## src/rtl/fifo_pkg.sv

```systemverilog
// Shared FIFO helpers: default address width and Gray/binary conversions.
// Conversions work on a wide word; callers zero-extend in and truncate out.
package fifo_pkg;

    localparam int FIFO_AW   = 4;
    localparam int GRAY_MAXW = 32;

    typedef logic [GRAY_MAXW-1:0] gray_word_t;

    function automatic gray_word_t bin2gray(input gray_word_t b);
        return b ^ (b >> 1);
    endfunction

    // Zero-extended upper bits stay zero, so any width up to GRAY_MAXW is exact.
    function automatic gray_word_t gray2bin(input gray_word_t g);
        gray_word_t b;
        b[GRAY_MAXW-1] = g[GRAY_MAXW-1];
        for (int i = GRAY_MAXW-2; i >= 0; i--)
            b[i] = b[i+1] ^ g[i];
        return b;
    endfunction

endpackage

```

## src/rtl/fifo_wptr_full.sv

```systemverilog
// Write-side pointer and full/almost-full generation for an async Gray FIFO.
// Flags are computed from the next pointer and registered, so they are pessimistic by one cycle.
module fifo_wptr_full
    import fifo_pkg::*;
#(
    parameter int AW       = FIFO_AW,
    parameter int AFULL_TH = 2**AW - 2
) (
    input  logic          CLK,
    input  logic          RST,
    input  logic          WINC,
    input  logic [AW:0]   RPTR_SYNC,
    output logic          WPUSH,
    output logic [AW-1:0] WADDR,
    output logic [AW:0]   WPTR,
    output logic          WFULL,
    output logic          AFULL,
    output logic [AW:0]   WLEVEL,
    output logic          OVERFLOW
);

    localparam logic [AW:0] AFULL_TH_W = (AW+1)'(AFULL_TH);

    logic [AW:0] wbin;
    logic [AW:0] wbin_next;
    logic [AW:0] wgray_next;
    logic [AW:0] rbin;
    logic [AW:0] rptr_full_cmp;
    logic [AW:0] wlevel_next;
    logic        wfull_next;
    logic        afull_next;

    // Gating on the registered WFULL means a read seen this cycle only frees space next cycle.
    assign WPUSH = WINC & ~WFULL & ~RST;
    assign WADDR = wbin[AW-1:0];

    always_comb begin
        wbin_next     = wbin + {{AW{1'b0}}, WPUSH};
        wgray_next    = (AW+1)'(bin2gray(gray_word_t'(wbin_next)));
        rbin          = (AW+1)'(gray2bin(gray_word_t'(RPTR_SYNC)));
        // Full when write pointer is one lap ahead: top two Gray bits inverted.
        rptr_full_cmp = {~RPTR_SYNC[AW:AW-1], RPTR_SYNC[AW-2:0]};
        wfull_next    = (wgray_next == rptr_full_cmp);
        wlevel_next   = wbin_next - rbin;
        afull_next    = (wlevel_next >= AFULL_TH_W);
    end

    always_ff @(posedge CLK) begin
        if (RST) begin
            wbin     <= '0;
            WPTR     <= '0;
            WFULL    <= 1'b0;
            AFULL    <= 1'b0;
            WLEVEL   <= '0;
            OVERFLOW <= 1'b0;
        end else begin
            wbin   <= wbin_next;
            WPTR   <= wgray_next;
            WFULL  <= wfull_next;
            AFULL  <= afull_next;
            WLEVEL <= wlevel_next;
            if (WINC && WFULL)
                OVERFLOW <= 1'b1;
        end
    end

endmodule
```

## config.mk

```make
export PLATFORM = sky130hd
export DESIGN_NAME = fifo_wptr_full
export DESIGN_NICKNAME = d
export VERILOG_FILES = /design/src/rtl/fifo_pkg.sv /design/src/rtl/fifo_wptr_full.sv
export SDC_FILE = /design/constraint.sdc
export NUM_CORES = 1
export LEC_CHECK = 0
export CAP_MARGIN = 15
export CORE_MARGIN = 3
export CORE_UTILIZATION = 30
export CTS_BUF_LIST = sky130_fd_sc_hd__clkbuf_2 sky130_fd_sc_hd__clkbuf_4 sky130_fd_sc_hd__clkbuf_8
export CTS_CLUSTER_SIZE = 25
export DETAILED_ROUTE_END_ITERATION = 10
export HOLD_SLACK_MARGIN = 0.06
export SLEW_MARGIN = 20
export SYNTH_ARGS = -nofsm -noshare
export SYNTH_HDL_FRONTEND = slang
export SYNTH_SLANG_ARGS = --single-unit
```

## constraint.sdc

```tcl
create_clock -name CLK -period 6.6 [get_ports CLK]
set_input_delay 1.32 -clock CLK [delete_from_list [all_inputs] [get_ports CLK]]
set_output_delay 1.32 -clock CLK [all_outputs]
set_load 0.01 [all_outputs]
```

### Word level (Yosys, flattened, before mapping)

Index checks and enable logic that the tools add are counted.

* bitwise gates (word level): 10
* $lt $le $gt $ge: 1
* reduce and logical (&&, ||, !) cells: 1
* equality and inequality tests: 1
* add/subtract/negate cells: 2

Operator list (count)
* $add 5x1->5: 1
* $eq 5x5->1: 1
* $ge 5x4->1 const B: 1
* $sub 5x5->5: 1
* $xor 5x4->5: 1
* $xor 1x1->1: 4
* $and 1x1->1: 2
* $not 1->1: 2
* $not 2->2: 1
* $logic_and 1x1->1: 1

* bits in registers: 18
* bits of input ports: 8
* output and inout port bits: 18

### Logic depth before layout (Yosys ltp)

* word-level depth: 6
* mapped depth: 11
* mapped depth without buffers: 11

### Least setup slack after synthesis

Ideal clock, no wire load.

* path type: input -> register
* start: in RST
* end: reg WLEVEL[3]
* arrival: 3.574 ns
* path slack: 2.910 ns
* cell stages on the path: 10
* path buffers: 1
* cells stage by stage: clkbuf_1 nor3b_1 ha_1 xnor2_2 inv_1 ha_1 nor2b_1 o21a_1 or3_1 and3b_1

* word-level cells in the longest chain between the ends: 4

Ends and longest elaborated chain
* start: declaration: RTL line fifo_wptr_full.sv:10 `input logic RST,`
* $not 1->1: RTL line fifo_wptr_full.sv:34 `assign WPUSH = WINC & ~WFULL & ~RST;`
* $and 1x1->1: RTL line fifo_wptr_full.sv:34
* via WPUSH: RTL line fifo_wptr_full.sv:13 `output logic WPUSH,`
* $add 5x1->5: RTL line fifo_wptr_full.sv:38 `wbin_next = wbin + {{AW{1'b0}}, WPUSH};`
* via wbin_next[1]: RTL line fifo_wptr_full.sv:25 `logic [AW:0] wbin_next;`
* $sub 5x5->5: RTL line fifo_wptr_full.sv:44 `wlevel_next = wbin_next - rbin;`
* end signal: assignment: RTL line fifo_wptr_full.sv:61 `WLEVEL <= wlevel_next;`
* end: declaration: RTL line fifo_wptr_full.sv:18 `output logic [AW:0] WLEVEL,`

The timed path passes the listed nets, and every way through them passes these cells.
A chain may end at the register's enable or synchronous reset.

### Worst setup path in the final report

* start: in RST
* end: out WPUSH

* word-level cells in the longest chain between the ends: 2

Ends and longest elaborated chain (RTL line)
* $not 1->1: fifo_wptr_full.sv:34
* $and 1x1->1: fifo_wptr_full.sv:34
* end: declaration: fifo_wptr_full.sv:13

No other way between the ends.

==> results_dict.tcl <==
set metrics [dict create \
    synth_seq_cells 17 \
    start_util_pct 31.89 \
    route.detailed.drc 0 \
    number_of_antenna_violations_at_the_first_check_in_global_routing 0 \
    worst_path_max_delay_cell "sky130_fd_sc_hd__clkdlybuf4s50_1" \
    power.switching_uw 71.02 \
    insertedDiodeCount 0 \
    critical_path.endpoint "WPUSH" \
    timing.critical_path.from_type "input port" \
    synth_async_sr_flop_share_pct 0 \
    setup_tns_ns 0 \
    syn_area_sq_um 894.6 \
    largest_area_contributor_in_the_synthesized_netlist "sky130_fd_sc_hd__dfxtp_1" \
    synthesis.instances 91 \
    met1_length_um 777 \
    dieHeight_um 60.61 \
    share_of_synthesized_area_occupied_by_flip_flops_and_latches_pct 38.04 \
    critical_path_class "input port to output pin" \
    ff2ff_path_depth 9 \
    worst_ir_drop_vdd_mv 0.1238 \
    critical_path.startpoint "RST" \
    max_slew.worst_pin.slew_ns 0.6061 \
    final-hold-violation-count 0 \
    areaGrowthSynthToFinish_pct 34.83 \
    fraction_of_power_spent_switching_nets_pct 28.11 \
    timing.critical_path.to_type "output pin" \
    horizontal_die_dimension_um 60.61 \
    route.vias.total 679 \
    final.hold.worst_slack_ns 0.4826 \
    final.setup.worst_slack_ns 2.095 \
    placed_cells 145 \
    regToRegSetupSlack_ns 4.00 \
    route.detailed.vias_per_inst 4.557 \
    arrival_ns 3.18 \
    postRouteWirelength_um 1703 \
    sequentialPowerShare_pct 45.5 \
    design.die.area_sq_um 3673 \
    layout_min_cycle_time_ns 4.505 \
    finalNetCount 135 \
    drt_pre_antenna_iters 4 \
    netlist.area_leader.share_pct 38.04 \
    grt_pass1_vias 699 \
    post-cts-setup-buffers 0 \
    grt_use_total_pct 10.70 \
    clock_latency_ns 0.29 \
    pre_cts_slack_ns 2.109 \
    power_leakage_nw 0.5023 \
    hpwlAfterDp_um 1360 \
    reg2reg_to "AFULL" \
    maximum_fanout_along_the_worst_path 18 \
    core-area_sq_um 2805 \
    maxSlewHeadroom_pct 59.47 \
    first_pass_grt_wire_length_um 2946 \
    ys_types 29 \
    worstReg2RegStart "WFULL" \
    htree_num_levels 1 \
    critical-path-top-cell-by-count "sky130_fd_sc_hd__clkdlybuf4s50_1" \
    tritoncts "done" \
    grt_max_degree 19 \
    cts.path.max_buffers 2 \
    max_cap_viol_count 0 \
    floorplan.io_pins 26 \
    numPortBuffers 25 \
    skew_ns 0.004007 \
    dominantRegCellSynth "sky130_fd_sc_hd__dfxtp_1" \
    pwr-share-comb_pct 30.7 \
    power_per_cell_area_nw_per_um2 209.5 \
    synth_nets 107 \
    hp-class "flop to flop" \
    post_cts.resized_instances 0 \
    wl_met2_um 810 \
    final_weighted_congestion_of_routability_driven_global_placement 0.7933 \
    grt_setup_unrepaired "false" \
    synth_most_common_cell "sky130_fd_sc_hd__dfxtp_1" \
    synth-warning-count 0 \
    synth.top_cells.by_count "sky130_fd_sc_hd__dfxtp_1, sky130_fd_sc_hd__nor2_1, sky130_fd_sc_hd__xnor2_1" \
    power.clock.fraction_pct 23.8 \
    clkSlewWorstSetupHoldPaths_ns 0.10 \
    cts_root_buffer "sky130_fd_sc_hd__clkbuf_4" \
    setup_viol 0 \
    timing.critical_path.cells "clkdlybuf4s50_1, nor3b_1, clkdlybuf4s50_1" \
    antenna_left 0 \
    detailedRoute.firstIterationViolations 6 \
    highest_layer "met4" \
    maxSlewViolCount 0 \
    std_cell_rows 19 \
    data_required_time_at_the_worst_endpoint_ns 5.28 \
    power.total_uw 252.7 \
    intPower_uw 181.6 \
    critical_path.max_stage_delay_ns 0.72 \
    cts_hold_buf 0 \
    yosys-top-cells-area "sky130_fd_sc_hd__dfxtp_1, sky130_fd_sc_hd__ha_1, sky130_fd_sc_hd__xnor2_1, sky130_fd_sc_hd__nor2_1, sky130_fd_sc_hd__xor2_1" \
    ratio_of_final_minimum_period_to_clock_period_pct 68.25 \
    run_status "completed" \
    globalRoute.totalOverflow 0 \
    synth_enable_flop_cells 0 \
    wire_per_inst_um 11.43 \
    wl_met3_um 106 \
    post_route_cells_drive_above_1_share_pct 8.475 \
    fmaxAchievable_ghz 0.2220 \
    cts-buffers-inserted 3 \
    non_filler_instance_count_after_layout 149 \
    synth.avg_cell_area_sq_um 9.831 \
    sink_count 17 \
]
critical path: cells and delay by family:
family	cells	cell delay [ns]
buffers and inverters	2	1.35
AND/OR/NAND/NOR	1	0.51
power by group through the flow:
stage	Clock, mW	Sequential (mW)	Combinational, mW
after global routing	0.0683	0.116	0.0875
after global placement	0	0.117	0.0767
final	0.0602	0.115	0.0775
after CTS	0.0634	0.115	0.0791
after floorplan	0	0.123	0.0416
after detailed placement	0	0.117	0.0786
worst min path at each step:
stage                    end  slack (ns)      from  depth (start not counted)
finish              OVERFLOW        0.48  OVERFLOW                          2
global route        OVERFLOW        0.52  OVERFLOW                          2
CTS                 OVERFLOW        0.49  OVERFLOW                          2
detailed placement  OVERFLOW        0.46  OVERFLOW                          2
global placement    OVERFLOW        0.45  OVERFLOW                          2
floorplan           OVERFLOW        0.50  OVERFLOW                          2
registers in the layout, summed over array words and instances (netlist names):
register and cells:
AFULL 1, OVERFLOW 1, WPTR 5, WFULL 1, wbin 4, WLEVEL 5
stage by stage:
step                      util, %  cell area [sq um]
final                       43.00               1206
after floorplan                 -              894.6
after detailed placement    41.93               1176
after global routing        43.00               1206
after CTS                   43.00               1206
after global placement      41.93               1176
final cells by class:
type / instances / area (sq um)
fillers: 295 / 1599
multi-input cells: 68 / 531.8
flip-flops and latches: 17 / 340.3
repair buffers: 25 / 250.2
well taps: 31 / 38.79
clock buffers: 4 / 30.03
inverters: 4 / 15.01
layout by cell type (no fill, tap or decap):
cell                              Yosys  final
sky130_fd_sc_hd__clkdlybuf4s50_1      0     25
sky130_fd_sc_hd__dfxtp_1             17     17
sky130_fd_sc_hd__nor2_1              14     14
sky130_fd_sc_hd__xnor2_1              9      9
sky130_fd_sc_hd__ha_1                 7      7
sky130_fd_sc_hd__xor2_1               6      6
sky130_fd_sc_hd__a21oi_1              4      4
sky130_fd_sc_hd__clkbuf_4             0      4
sky130_fd_sc_hd__xor2_2               3      3
sky130_fd_sc_hd__nand3_1              3      3
sky130_fd_sc_hd__inv_1                3      3
sky130_fd_sc_hd__xnor2_2              2      2
sky130_fd_sc_hd__nand2_1              2      2
sky130_fd_sc_hd__nand2b_1             2      2
sky130_fd_sc_hd__nor2b_1              2      2
sky130_fd_sc_hd__nand4b_1             1      1
sky130_fd_sc_hd__inv_2                1      1
sky130_fd_sc_hd__and2_1               1      1
sky130_fd_sc_hd__nand4_1              1      1
sky130_fd_sc_hd__o2111ai_1            1      1
sky130_fd_sc_hd__o21a_1               1      1
sky130_fd_sc_hd__o21ai_1              1      1
sky130_fd_sc_hd__or3_1                1      1
sky130_fd_sc_hd__and3b_1              1      1
sky130_fd_sc_hd__or2b_1               1      1
sky130_fd_sc_hd__nor3_1               1      1
sky130_fd_sc_hd__and3_1               1      1
sky130_fd_sc_hd__a21o_1               1      1
sky130_fd_sc_hd__nor3b_1              1      1
sky130_fd_sc_hd__fa_1                 1      1
routing by layer:
layer,GRT usage (%),up-vias
met3,4.255,2
met4,3.715,0
met1,13.75,304
met5,0,-
met2,16.34,23
li1,-,350
cell families after synthesis:
family                     count (synthesis)  share of synthesized area, %
xor gates and xnor gates                  20                         23.78
and+or+nand+nor                           32                         18.18
adders and majority gates                  8                         12.03
DFF                                       17                         38.04
AOI/OAI and AO/OA                          8                         5.455
buffers and inverters                      6                         2.517
(Power assumes the default switching activity.)
